File: src/rtl/itlb_walker_pkg.sv
// Shared PTE layout, walk levels and walker state encoding for the ITLB page-table walker.
// Pure definitions: no latency, no flow control.
package itlb_walker_pkg;

  localparam int NPHYS_DEF = 44;
  localparam int VA_SZ_DEF = 48;

  localparam int PTE_V       = 0;
  localparam int PTE_R       = 1;
  localparam int PTE_W       = 2;
  localparam int PTE_X       = 3;
  localparam int PTE_U       = 4;
  localparam int PTE_G       = 5;
  localparam int PTE_A       = 6;
  localparam int PTE_D       = 7;
  localparam int PTE_PPN_LSB = 10;

  localparam logic [1:0] LVL_4K   = 2'd0;
  localparam logic [1:0] LVL_2M   = 2'd1;
  localparam logic [1:0] LVL_1G   = 2'd2;
  localparam logic [1:0] LVL_512G = 2'd3;

  typedef enum logic [2:0] {
    ST_IDLE,
    ST_REQ,
    ST_WAIT,
    ST_DRAIN,
    ST_FILL,
    ST_FAULT
  } state_e;

endpackage

File: src/rtl/itlb_pte_check.sv
// Combinational PTE classifier: leaf/pointer, page-fault conditions, superpage alignment.
// Zero latency; no flow control.
module itlb_pte_check
  import itlb_walker_pkg::*;
(
  input  logic [63:0] pte,
  input  logic [1:0]  lvl,
  output logic        leaf,
  output logic        pointer,
  output logic        page_fault,
  output logic        misaligned
);

  logic invalid;
  logic unused_bits;

  // Bits not needed for classification (upper PPN, D, RSW, U, G) are consumed by the walker.
  assign unused_bits = ^{pte[53:37], pte[9:7], pte[5:4]};

  always_comb begin
    invalid    = !pte[PTE_V] || (!pte[PTE_R] && pte[PTE_W]) || (pte[63:54] != 10'd0);
    pointer    = !invalid && !pte[PTE_R] && !pte[PTE_X];
    leaf       = !invalid && (pte[PTE_R] || pte[PTE_X]);
    misaligned = 1'b0;
    case (lvl)
      LVL_2M:   misaligned = leaf && (pte[PTE_PPN_LSB+8:PTE_PPN_LSB] != '0);
      LVL_1G:   misaligned = leaf && (pte[PTE_PPN_LSB+17:PTE_PPN_LSB] != '0);
      LVL_512G: misaligned = leaf && (pte[PTE_PPN_LSB+26:PTE_PPN_LSB] != '0);
      default:  misaligned = 1'b0;
    endcase
    // Hardware never sets A, so an instruction leaf without A is unusable.
    page_fault = invalid || (pointer && (lvl == LVL_4K)) ||
                 (leaf && (!pte[PTE_X] || !pte[PTE_A]));
  end

endmodule

File: src/rtl/itlb_walker.sv
// Sv39/Sv48 instruction-TLB miss walker: one miss at a time, fills the ITLB or reports a fault.
// Latency 1 + levels*(mem latency + 1) + 1; miss_ready only in IDLE, mem_req held until mem_ack.
module itlb_walker
  import itlb_walker_pkg::*;
#(
  parameter int NPHYS = NPHYS_DEF,
  parameter int VA_SZ = VA_SZ_DEF
) (
  input  logic                clk,
  input  logic                reset,
  input  logic                satp_mode,
  input  logic [NPHYS-13:0]   satp_ppn,
  input  logic                miss_valid,
  output logic                miss_ready,
  input  logic [VA_SZ-13:0]   miss_vaddr,
  input  logic [15:0]         miss_asid,
  input  logic                flush,
  output logic                mem_req,
  input  logic                mem_ack,
  output logic [NPHYS-1:0]    mem_addr,
  input  logic                mem_rvalid,
  input  logic [63:0]         mem_rdata,
  input  logic                mem_rerr,
  output logic                wr_entry,
  output logic [VA_SZ-13:0]   wr_vaddr,
  output logic [15:0]         wr_asid,
  output logic [NPHYS-13:0]   wr_paddr,
  output logic [3:0]          wr_gaux,
  output logic                wr_2mB,
  output logic                wr_4mB,
  output logic                wr_1gB,
  output logic                wr_512gB,
  output logic                done,
  output logic                fault_page,
  output logic                fault_access
);

  localparam int VPN_W = VA_SZ - 12;
  localparam int PPN_W = NPHYS - 12;

  state_e             state_q, state_d;
  logic [1:0]         lvl_q, lvl_d;
  logic [PPN_W-1:0]   ppn_q, ppn_d;
  logic [VPN_W-1:0]   vpn_q, vpn_d;
  logic [15:0]        asid_q, asid_d;
  logic               miss_ready_q, miss_ready_d;
  logic               mem_req_q, mem_req_d;
  logic [NPHYS-1:0]   mem_addr_q, mem_addr_d;
  logic               done_q, done_d;
  logic               fill_q, fill_d;
  logic               fault_page_q, fault_page_d;
  logic               fault_access_q, fault_access_d;
  logic [VPN_W-1:0]   wr_vaddr_q, wr_vaddr_d;
  logic [15:0]        wr_asid_q, wr_asid_d;
  logic [PPN_W-1:0]   wr_paddr_q, wr_paddr_d;
  logic [3:0]         wr_gaux_q, wr_gaux_d;
  logic [2:0]         wr_size_q, wr_size_d;

  logic pte_leaf, pte_ptr, pte_fault, pte_misaligned;
  logic sv39_canonical;

  itlb_pte_check u_pte_check (
    .pte        (mem_rdata),
    .lvl        (lvl_q),
    .leaf       (pte_leaf),
    .pointer    (pte_ptr),
    .page_fault (pte_fault),
    .misaligned (pte_misaligned)
  );

  function automatic logic [8:0] vpn_idx(input logic [VPN_W-1:0] v, input logic [1:0] l);
    case (l)
      LVL_4K:  return v[8:0];
      LVL_2M:  return v[17:9];
      LVL_1G:  return v[26:18];
      default: return v[35:27];
    endcase
  endfunction

  assign sv39_canonical = (miss_vaddr[VPN_W-1:27] == {(VPN_W-27){miss_vaddr[26]}});

  always_comb begin
    state_d        = state_q;
    lvl_d          = lvl_q;
    ppn_d          = ppn_q;
    vpn_d          = vpn_q;
    asid_d         = asid_q;
    wr_vaddr_d     = wr_vaddr_q;
    wr_asid_d      = wr_asid_q;
    wr_paddr_d     = wr_paddr_q;
    wr_gaux_d      = wr_gaux_q;
    wr_size_d      = wr_size_q;
    fault_page_d   = 1'b0;
    fault_access_d = 1'b0;

    case (state_q)
      ST_IDLE: begin
        if (miss_valid) begin
          vpn_d  = miss_vaddr;
          asid_d = miss_asid;
          ppn_d  = satp_ppn;
          lvl_d  = satp_mode ? LVL_512G : LVL_1G;
          if (!satp_mode && !sv39_canonical) begin
            state_d      = ST_FAULT;
            fault_page_d = 1'b1;
          end else begin
            state_d = ST_REQ;
          end
        end
      end
      ST_REQ: begin
        // A flush racing the ack still leaves a response in flight to be drained.
        if (mem_ack)    state_d = flush ? ST_DRAIN : ST_WAIT;
        else if (flush) state_d = ST_IDLE;
      end
      ST_WAIT: begin
        if (flush) begin
          state_d = mem_rvalid ? ST_IDLE : ST_DRAIN;
        end else if (mem_rvalid) begin
          if (mem_rerr) begin
            state_d        = ST_FAULT;
            fault_access_d = 1'b1;
          end else if (pte_fault || pte_misaligned) begin
            state_d      = ST_FAULT;
            fault_page_d = 1'b1;
          end else if (pte_ptr) begin
            ppn_d   = mem_rdata[NPHYS-3:PTE_PPN_LSB];
            lvl_d   = lvl_q - 2'd1;
            state_d = ST_REQ;
          end else if (pte_leaf) begin
            state_d    = ST_FILL;
            wr_vaddr_d = vpn_q;
            wr_asid_d  = asid_q;
            wr_paddr_d = mem_rdata[NPHYS-3:PTE_PPN_LSB];
            wr_gaux_d  = {mem_rdata[PTE_G], mem_rdata[PTE_U], mem_rdata[PTE_X], mem_rdata[PTE_A]};
            wr_size_d  = {lvl_q == LVL_512G, lvl_q == LVL_1G, lvl_q == LVL_2M};
          end else begin
            state_d      = ST_FAULT;
            fault_page_d = 1'b1;
          end
        end
      end
      ST_DRAIN: begin
        if (mem_rvalid) state_d = ST_IDLE;
      end
      default: state_d = ST_IDLE;
    endcase

    miss_ready_d = (state_d == ST_IDLE);
    mem_req_d    = (state_d == ST_REQ);
    mem_addr_d   = mem_req_d ? {ppn_d, vpn_idx(vpn_d, lvl_d), 3'b000} : '0;
    done_d       = (state_d == ST_FILL) || (state_d == ST_FAULT);
    fill_d       = (state_d == ST_FILL);
  end

  always_ff @(posedge clk or negedge reset) begin
    if (!reset) begin
      state_q        <= ST_IDLE;
      lvl_q          <= '0;
      ppn_q          <= '0;
      vpn_q          <= '0;
      asid_q         <= '0;
      miss_ready_q   <= 1'b1;
      mem_req_q      <= 1'b0;
      mem_addr_q     <= '0;
      done_q         <= 1'b0;
      fill_q         <= 1'b0;
      fault_page_q   <= 1'b0;
      fault_access_q <= 1'b0;
      wr_vaddr_q     <= '0;
      wr_asid_q      <= '0;
      wr_paddr_q     <= '0;
      wr_gaux_q      <= '0;
      wr_size_q      <= '0;
    end else begin
      state_q        <= state_d;
      lvl_q          <= lvl_d;
      ppn_q          <= ppn_d;
      vpn_q          <= vpn_d;
      asid_q         <= asid_d;
      miss_ready_q   <= miss_ready_d;
      mem_req_q      <= mem_req_d;
      mem_addr_q     <= mem_addr_d;
      done_q         <= done_d;
      fill_q         <= fill_d;
      fault_page_q   <= fault_page_d;
      fault_access_q <= fault_access_d;
      wr_vaddr_q     <= wr_vaddr_d;
      wr_asid_q      <= wr_asid_d;
      wr_paddr_q     <= wr_paddr_d;
      wr_gaux_q      <= wr_gaux_d;
      wr_size_q      <= wr_size_d;
    end
  end

  assign miss_ready   = miss_ready_q;
  assign mem_req      = mem_req_q;
  assign mem_addr     = mem_addr_q;
  // A flush arriving in FILL/FAULT cancels the result outright.
  assign wr_entry     = fill_q & ~flush;
  assign done         = done_q & ~flush;
  assign fault_page   = fault_page_q & ~flush;
  assign fault_access = fault_access_q & ~flush;
  assign wr_vaddr     = wr_vaddr_q;
  assign wr_asid      = wr_asid_q;
  assign wr_paddr     = wr_paddr_q;
  assign wr_gaux      = wr_gaux_q;
  assign wr_512gB     = wr_size_q[2];
  assign wr_1gB       = wr_size_q[1];
  assign wr_2mB       = wr_size_q[0];
  assign wr_4mB       = 1'b0;

endmodule

File: config.mk
export PLATFORM = sky130hd
export DESIGN_NAME = itlb_walker
export DESIGN_NICKNAME = d
export VERILOG_FILES = /design/src/rtl/itlb_walker_pkg.sv /design/src/rtl/itlb_pte_check.sv /design/src/rtl/itlb_walker.sv
export SDC_FILE = /design/constraint.sdc
export NUM_CORES = 1
export LEC_CHECK = 0
export CAP_MARGIN = 20
export CORE_MARGIN = 2
export CORE_UTILIZATION = 35
export CTS_BUF_LIST = sky130_fd_sc_hd__clkbuf_4 sky130_fd_sc_hd__clkbuf_8
export DETAILED_ROUTE_END_ITERATION = 8
export SYNTH_ARGS = -nofsm -noshare
export SYNTH_HDL_FRONTEND = slang
export SYNTH_SLANG_ARGS = --single-unit
File: constraint.sdc
create_clock -name clk -period 6.6 [get_ports clk]
set_input_delay 1.65 -clock clk [delete_from_list [all_inputs] [get_ports clk]]
set_output_delay 1.65 -clock clk [all_outputs]
set_load 0.05 [all_outputs]
==> results.json, run 1 <==
{
  "yosys_warnings": 0,
  "die_h_um": 172.8,
  "finalPower_mw": 7.704,
  "layout_common_cells": "clkdlybuf4s50_1 (276), dfrtp_1 (225), mux2_2 (123)",
  "grt_overflow_total": 0,
  "grt_max_degree": 130,
  "combPwrFrac_pct": 50.4,
  "syn_area_per_cell_um2": 12.32,
  "synthArstFlopShare_pct": 100.0,
  "rsz0062_at_grt": "false",
  "internal_power_mw": 4.313,
  "place.detailed.hpwl_um": 18290,
  "final_hold_viol_count": 0,
  "ys_ff_latch": 227,
  "leakage_nw": 5.987,
  "tns_ps": 0,
  "drive_above_1_share_pct": 21.21,
  "vias_per_cell": 4.966,
  "cts-root-buf": "clkbuf_8",
  "finish.net_count": 1243,
  "slew-limit-headroom_pct": 32.16,
  "antenna_found_initial": 1,
  "fin_ws_ps": 1697,
  "ant_nets": 0,
  "dr.pass1.iters": 6,
  "preCtsSetupSlack_ps": 1379,
  "clock_skew_ps": 34.37,
  "worst_setup_path_start_kind": "input pin",
  "cts_buffer_depth": 3,
  "final-setup-viol-count": 0,
  "seq_area_frac_synth_pct": 56.95,
  "grt_pass1_wl_um": 44300,
  "status": "finished, final reports clean",
  "critPathCaptureType": "output port",
  "path_max_fanout": 8,
  "fin_area_um2": 13930,
  "clkSinkCount": 227,
  "die_x_um": 172.8,
  "ctsHtreeMaxLevel": 2,
  "place.gp.congestion": 0.7624,
  "synth_top_cells_by_area": "dfrtp_1 (57%), mux2_2 (14%), mux2i_1 (4.1%)",
  "rows": 61,
  "cts_setup_buffers": 0,
  "synth_edf_count": 0,
  "dr_total_vias": 7380,
  "hold_path_class": "reg2reg",
  "drt-total-wl_um": 28060,
  "cts.repair.resized": 0,
  "cp.arrival_ps": 3250,
  "antenna_cells": 0,
  "worstSetupPathType": "in2out",
  "drc": 0,
  "start_util_pct": 35.72,
  "r2r_end": "mem_addr[10]",
  "grt_pass1_vias": 7775,
  "placed_cell_area_um2": 13040,
  "grt_use_total_pct": 18.60,
  "core-area_um2": 27930,
  "ys.flop_type": "dfrtp_1",
  "fin_crit_sh_pct": 74.28,
  "critPathLaunch": "flush",
  "hold_path_startpoint": "wr_gaux[1]",
  "die_area_um2": 29870,
  "power.density_nw_per_um2": 553.1,
  "synth_area_leader_cell": "dfrtp_1",
  "ios": 298,
  "hold_path_end": "wr_gaux[1]",
  "syn_area_um2": 9977,
  "cts_hold_buf": 0,
  "sw_frac_of_total_pct": 44.02,
  "area_growth_pct": 39.62,
  "max-vdd-ir-drop_uv": 283.5,
  "ff2ff_path_depth": 6,
  "p_seq_share_pct": 31.8,
  "regToRegSetupSlack_ps": 3010,
  "port-buffer-count": 278,
  "reg2reg_from": "state_q[1]",
  "fmax_mhz": 204.0,
  "max_cap_viol_count": 0,
  "synthesis.instances": 810,
  "netSwitchingPower_mw": 3.392,
  "finalMaxSlewViolations": 0,
  "required_ps": 4950,
  "clkPwrFrac_pct": 17.8,
  "cts_buffers": 42,
  "worst_pin_slew_ps": 1015,
  "post-route-min-period_ps": 4903,
  "clk_pin_slew_ps": 60,
  "wire_per_inst_um": 18.88,
  "holdPathStages": 1,
  "final_util_pct": 49.87,
  "first_iter_violations": 394,
  "cts_tree": "built",
  "netlist.area_leader.share_pct": 56.68,
  "insertion_delay_ps": 560,
  "fillers": 2540,
  "mostFrequentLayoutCell": "clkdlybuf4s50_1",
  "ys_types": 59
}
-- metal layers --
layer / share of wire [%] / global-route usage [%]
met1: 44 / 24.71
met2: 43 / 27.85
met3: 9.7 / 7.256
met4: 2.6 / 6.179
met5: 0 / 0
-- state kept, by name, summed over array words and instances, names as in the netlist, 2 cells and up --
register and flops:
mem_addr 41, wr_asid 16, asid_q 16, wr_paddr 32, vpn_q 36, wr_size_q 3, ppn_q 32, wr_gaux 4
lvl_q 2, wr_vaddr 36, state_q 3
-- area by class of cell --
type / count / area, um2 / area share, %
well taps: 378 / 473.0 / 3.395
multi-input cells: 507 / 3974 / 28.53
clock buffers: 64 / 799.5 / 5.740
flip-flops and latches: 227 / 5683 / 40.80
repair buffers: 286 / 2880 / 20.68
clock inverters: 6 / 52.55 / 0.3773
inverters: 18 / 67.56 / 0.4850
-- cells in the mapped netlist (2+ instances only) --
master and instances:
dfrtp_1 226, mux2_2 123, nor2_1 70, a21oi_1 69
mux2i_1 41, clkbuf_1 36, a211oi_1 29, o22ai_1 28
inv_1 18, buf_2 13, nand2_1 13, a211o_1 10
a21oi_2 9, mux2_1 9, nand3b_1 9, nor2b_1 9
o211ai_2 9, nand2b_1 8, nor4_1 7, nand3_1 6
buf_4 5, ha_1 5, a221o_1 4, buf_6 4
nor3_1 4, buf_1 3, or3_1 3, or4_1 3
nand4_1 2, nand4b_1 2, nor3b_1 2, nor4b_1 2
o21ai_1 2, o31ai_1 2
-- power groups by stage --
stage / Combinational (mW) / Clock, mW / Sequential (mW)
4_1_cts: 3.89 / 1.42 / 2.45
3_3_place_gp: 3.84 / 0 / 2.45
6_report: 3.88 / 1.37 / 2.45
2_1_floorplan: 1.48 / 0 / 3.59
3_5_place_dp: 3.88 / 0 / 2.47
5_1_grt: 4.13 / 1.48 / 2.54
-- cells by family (layout without fill, tap and decap cells) --
group | count (synthesis) | after routing | synth area share [%]
other | 1 | 4 | 0.03759
buffers and inverters | 79 | 374 | 3.624
AO/OA/AOI/OAI | 174 | 174 | 11.99
multiplexers | 173 | 173 | 19.01
flip-flops | 227 | 227 | 56.95
AND/OR/NAND/NOR | 149 | 149 | 7.587
XOR/XNOR | 2 | 2 | 0.1756
adder cells (fa/ha/maj) | 5 | 5 | 0.6270
-- stage by stage --
step                      hold slack (ps)  std cells
after floorplan                     454.1        813
after global placement              451.1       1414
after detailed placement            451.6       1414
after CTS                           474.6       1484
after global routing                494.8       1486
final                               475.2       1486
-- how the worst max path moves through the flow --
stage,endpoint,slack (ps),cells past startpoint
after floorplan,done,2610,1
after CTS,wr_entry,1670,3
after global placement,mem_addr[8],1400,7
after detailed placement,mem_addr[8],1380,7
final,fault_page,1700,3
after global routing,fault_page,1590,3
-- worst max-delay path, stage by stage --
cell	delay (ps)
clkdlybuf4s50_1	570
nor2b_1	180
clkdlybuf4s50_1	840
(Power assumes the default switching activity.)
==> inputs of run 2 (changes only) <==
clock period = 3.95 ns   (was 6.6 ns; I/O delays follow)
==> results.json, run 2 (same netlist as run 1, synthesis figures left out) <==
{
  "p_seq_share_pct": 31.2,
  "die_h_um": 172.8,
  "fin_crit_sh_pct": 90.16,
  "clkPwrFrac_pct": 17.6,
  "post-route-min-period_ps": 3561,
  "drt-total-wl_um": 27880,
  "netSwitchingPower_mw": 5.636,
  "start_util_pct": 35.72,
  "sw_frac_of_total_pct": 43.63,
  "power.density_nw_per_um2": 917.1,
  "placed_cell_area_um2": 13230,
  "worstSetupPathType": "in2out",
  "leakage_nw": 6.089,
  "layout_common_cells": "clkdlybuf4s50_1 (273), dfrtp_1 (225), mux2_2 (123)",
  "status": "finished, final reports clean",
  "grt_overflow_total": 0,
  "cts_buffers": 42,
  "core-area_um2": 27930,
  "rows": 61,
  "vias_per_cell": 4.955,
  "cts-root-buf": "clkbuf_8",
  "fin_area_um2": 14090,
  "final_hold_viol_count": 0,
  "clkSinkCount": 227,
  "wire_per_inst_um": 18.55,
  "rsz0062_at_grt": "false",
  "finalPower_mw": 12.92,
  "hold_path_class": "in2async",
  "dr.pass1.iters": 4,
  "tns_ps": 0,
  "cts_buffer_depth": 3,
  "grt_use_total_pct": 18.67,
  "cts_tree": "built",
  "finalMaxSlewViolations": 0,
  "finish.net_count": 1259,
  "fillers": 2539,
  "grt_pass1_vias": 7876,
  "cts_hold_buf": 0,
  "required_ps": 2960,
  "clock_skew_ps": 26.79,
  "mostFrequentLayoutCell": "clkdlybuf4s50_1",
  "worst_setup_path_start_kind": "input pin",
  "cts_setup_buffers": 0,
  "slowest_delay_ps": 840,
  "grt_pass1_wl_um": 44650,
  "worst_pin_slew_ps": 779.7,
  "place.detailed.hpwl_um": 18970,
  "fmax_mhz": 280.8,
  "final-setup-viol-count": 0,
  "max-vdd-ir-drop_uv": 517.0,
  "largest_reg_flops": 41,
  "grt_max_degree": 87,
  "port-buffer-count": 278,
  "internal_power_mw": 7.283,
  "path_max_fanout": 8,
  "stdcell_count": 1503,
  "ios": 298,
  "ant_nets": 0,
  "drc": 0,
  "insertion_delay_ps": 550,
  "critPathCaptureType": "output port",
  "cpMostUsedCell": "clkdlybuf4s50_1",
  "place.gp.congestion": 0.8048,
  "cts.repair.resized": 0,
  "die_area_um2": 29870,
  "crit_chain": "clkdlybuf4s50_1 > nor2b_1 > clkdlybuf4s50_1",
  "max_cap_viol_count": 0,
  "clk_pin_slew_ps": 50,
  "die_x_um": 172.8,
  "antenna_found_initial": 2,
  "area_growth_pct": 41.20,
  "slew-limit-headroom_pct": 48.02,
  "critPathSlowestCell": "clkdlybuf4s50_1",
  "cp.arrival_ps": 2570,
  "dr_total_vias": 7447,
  "drive_above_1_share_pct": 22.60,
  "combPwrFrac_pct": 51.1,
  "ctsHtreeMaxLevel": 2,
  "first_iter_violations": 477,
  "dp.cells": 1432
}
==> run 2: cell count changes in the layout (fill, tap and decap cells not counted), moves of 3 or more <==
cell,previous run,this run
clkbuf_8,51,54
buf_4,5,21
clkdlybuf4s50_1,276,273
buf_12,3,6
clkbuf_4,13,10
==> run 2: routing by layer <==
layer,part of all wire [%],up-vias,track usage (%),wire [um]
met3,9.4,53,7.740,2622
li1,-,3501,-,-
met2,44,248,27.78,12310
met4,2.2,2,5.968,615
met1,44,3643,24.73,12320
met5,0.032,-,0,9
==> run 2: worst max-delay path: cells and delay by family <==
family / cells / cell delay [ps]
and+or+nand+nor: 1 / 170
buffers and inverters: 2 / 1410
==> run 2: metrics by stage <==
| step | utilization (%) | setup slack, ps | hold slack (ps) |
|---|---|---|---|
| after floorplan | - | 869.9 | 454.1 |
| after global placement | 47.35 | 136.6 | 449.8 |
| after detailed placement | 47.35 | 136.6 | 460.0 |
| after CTS | 50.42 | 378.5 | 450.3 |
| after global routing | 50.42 | 335.6 | 474.2 |
| final | 50.43 | 388.6 | 424.9 |
==> run 2: worst paths after layout <==
kind	startpoint	to	slack, ps	cells after the start
worst max-delay path	flush	fault_page	390	3
worst min-delay path	reset	wr_paddr[18]	420	1
worst max register to register	lvl_q[0]	mem_addr[22]	1150	9
worst min register to register	wr_gaux[0]	wr_gaux[0]	480	1
max in group asynchronous	reset	wr_gaux[3]	2650	2
min in group clk	wr_gaux[0]	wr_gaux[0]	480	1
==> run 2: power by group through the flow <==
stage	clock network (mW)	logic, mW	registers [mW]
2_1_floorplan	0	2.48	6.00
3_3_place_gp	0	6.59	4.03
3_5_place_dp	0	6.65	4.08
4_1_cts	2.37	6.67	4.04
5_1_grt	2.48	7.03	4.18
6_report	2.28	6.60	4.04
==> run 2: cell type report <==
class | instances | area (um2) | share of cell area [%]
clock inverters | 6 | 38.79 | 0.2753
well taps | 378 | 473.0 | 3.357
flip-flops and latches | 227 | 5683 | 40.34
multi-input cells | 507 | 3974 | 28.21
inverters | 18 | 67.56 | 0.4796
clock buffers | 64 | 818.3 | 5.809
repair buffers | 302 | 3030 | 21.51
diodes | 1 | 2.502 | 0.01776
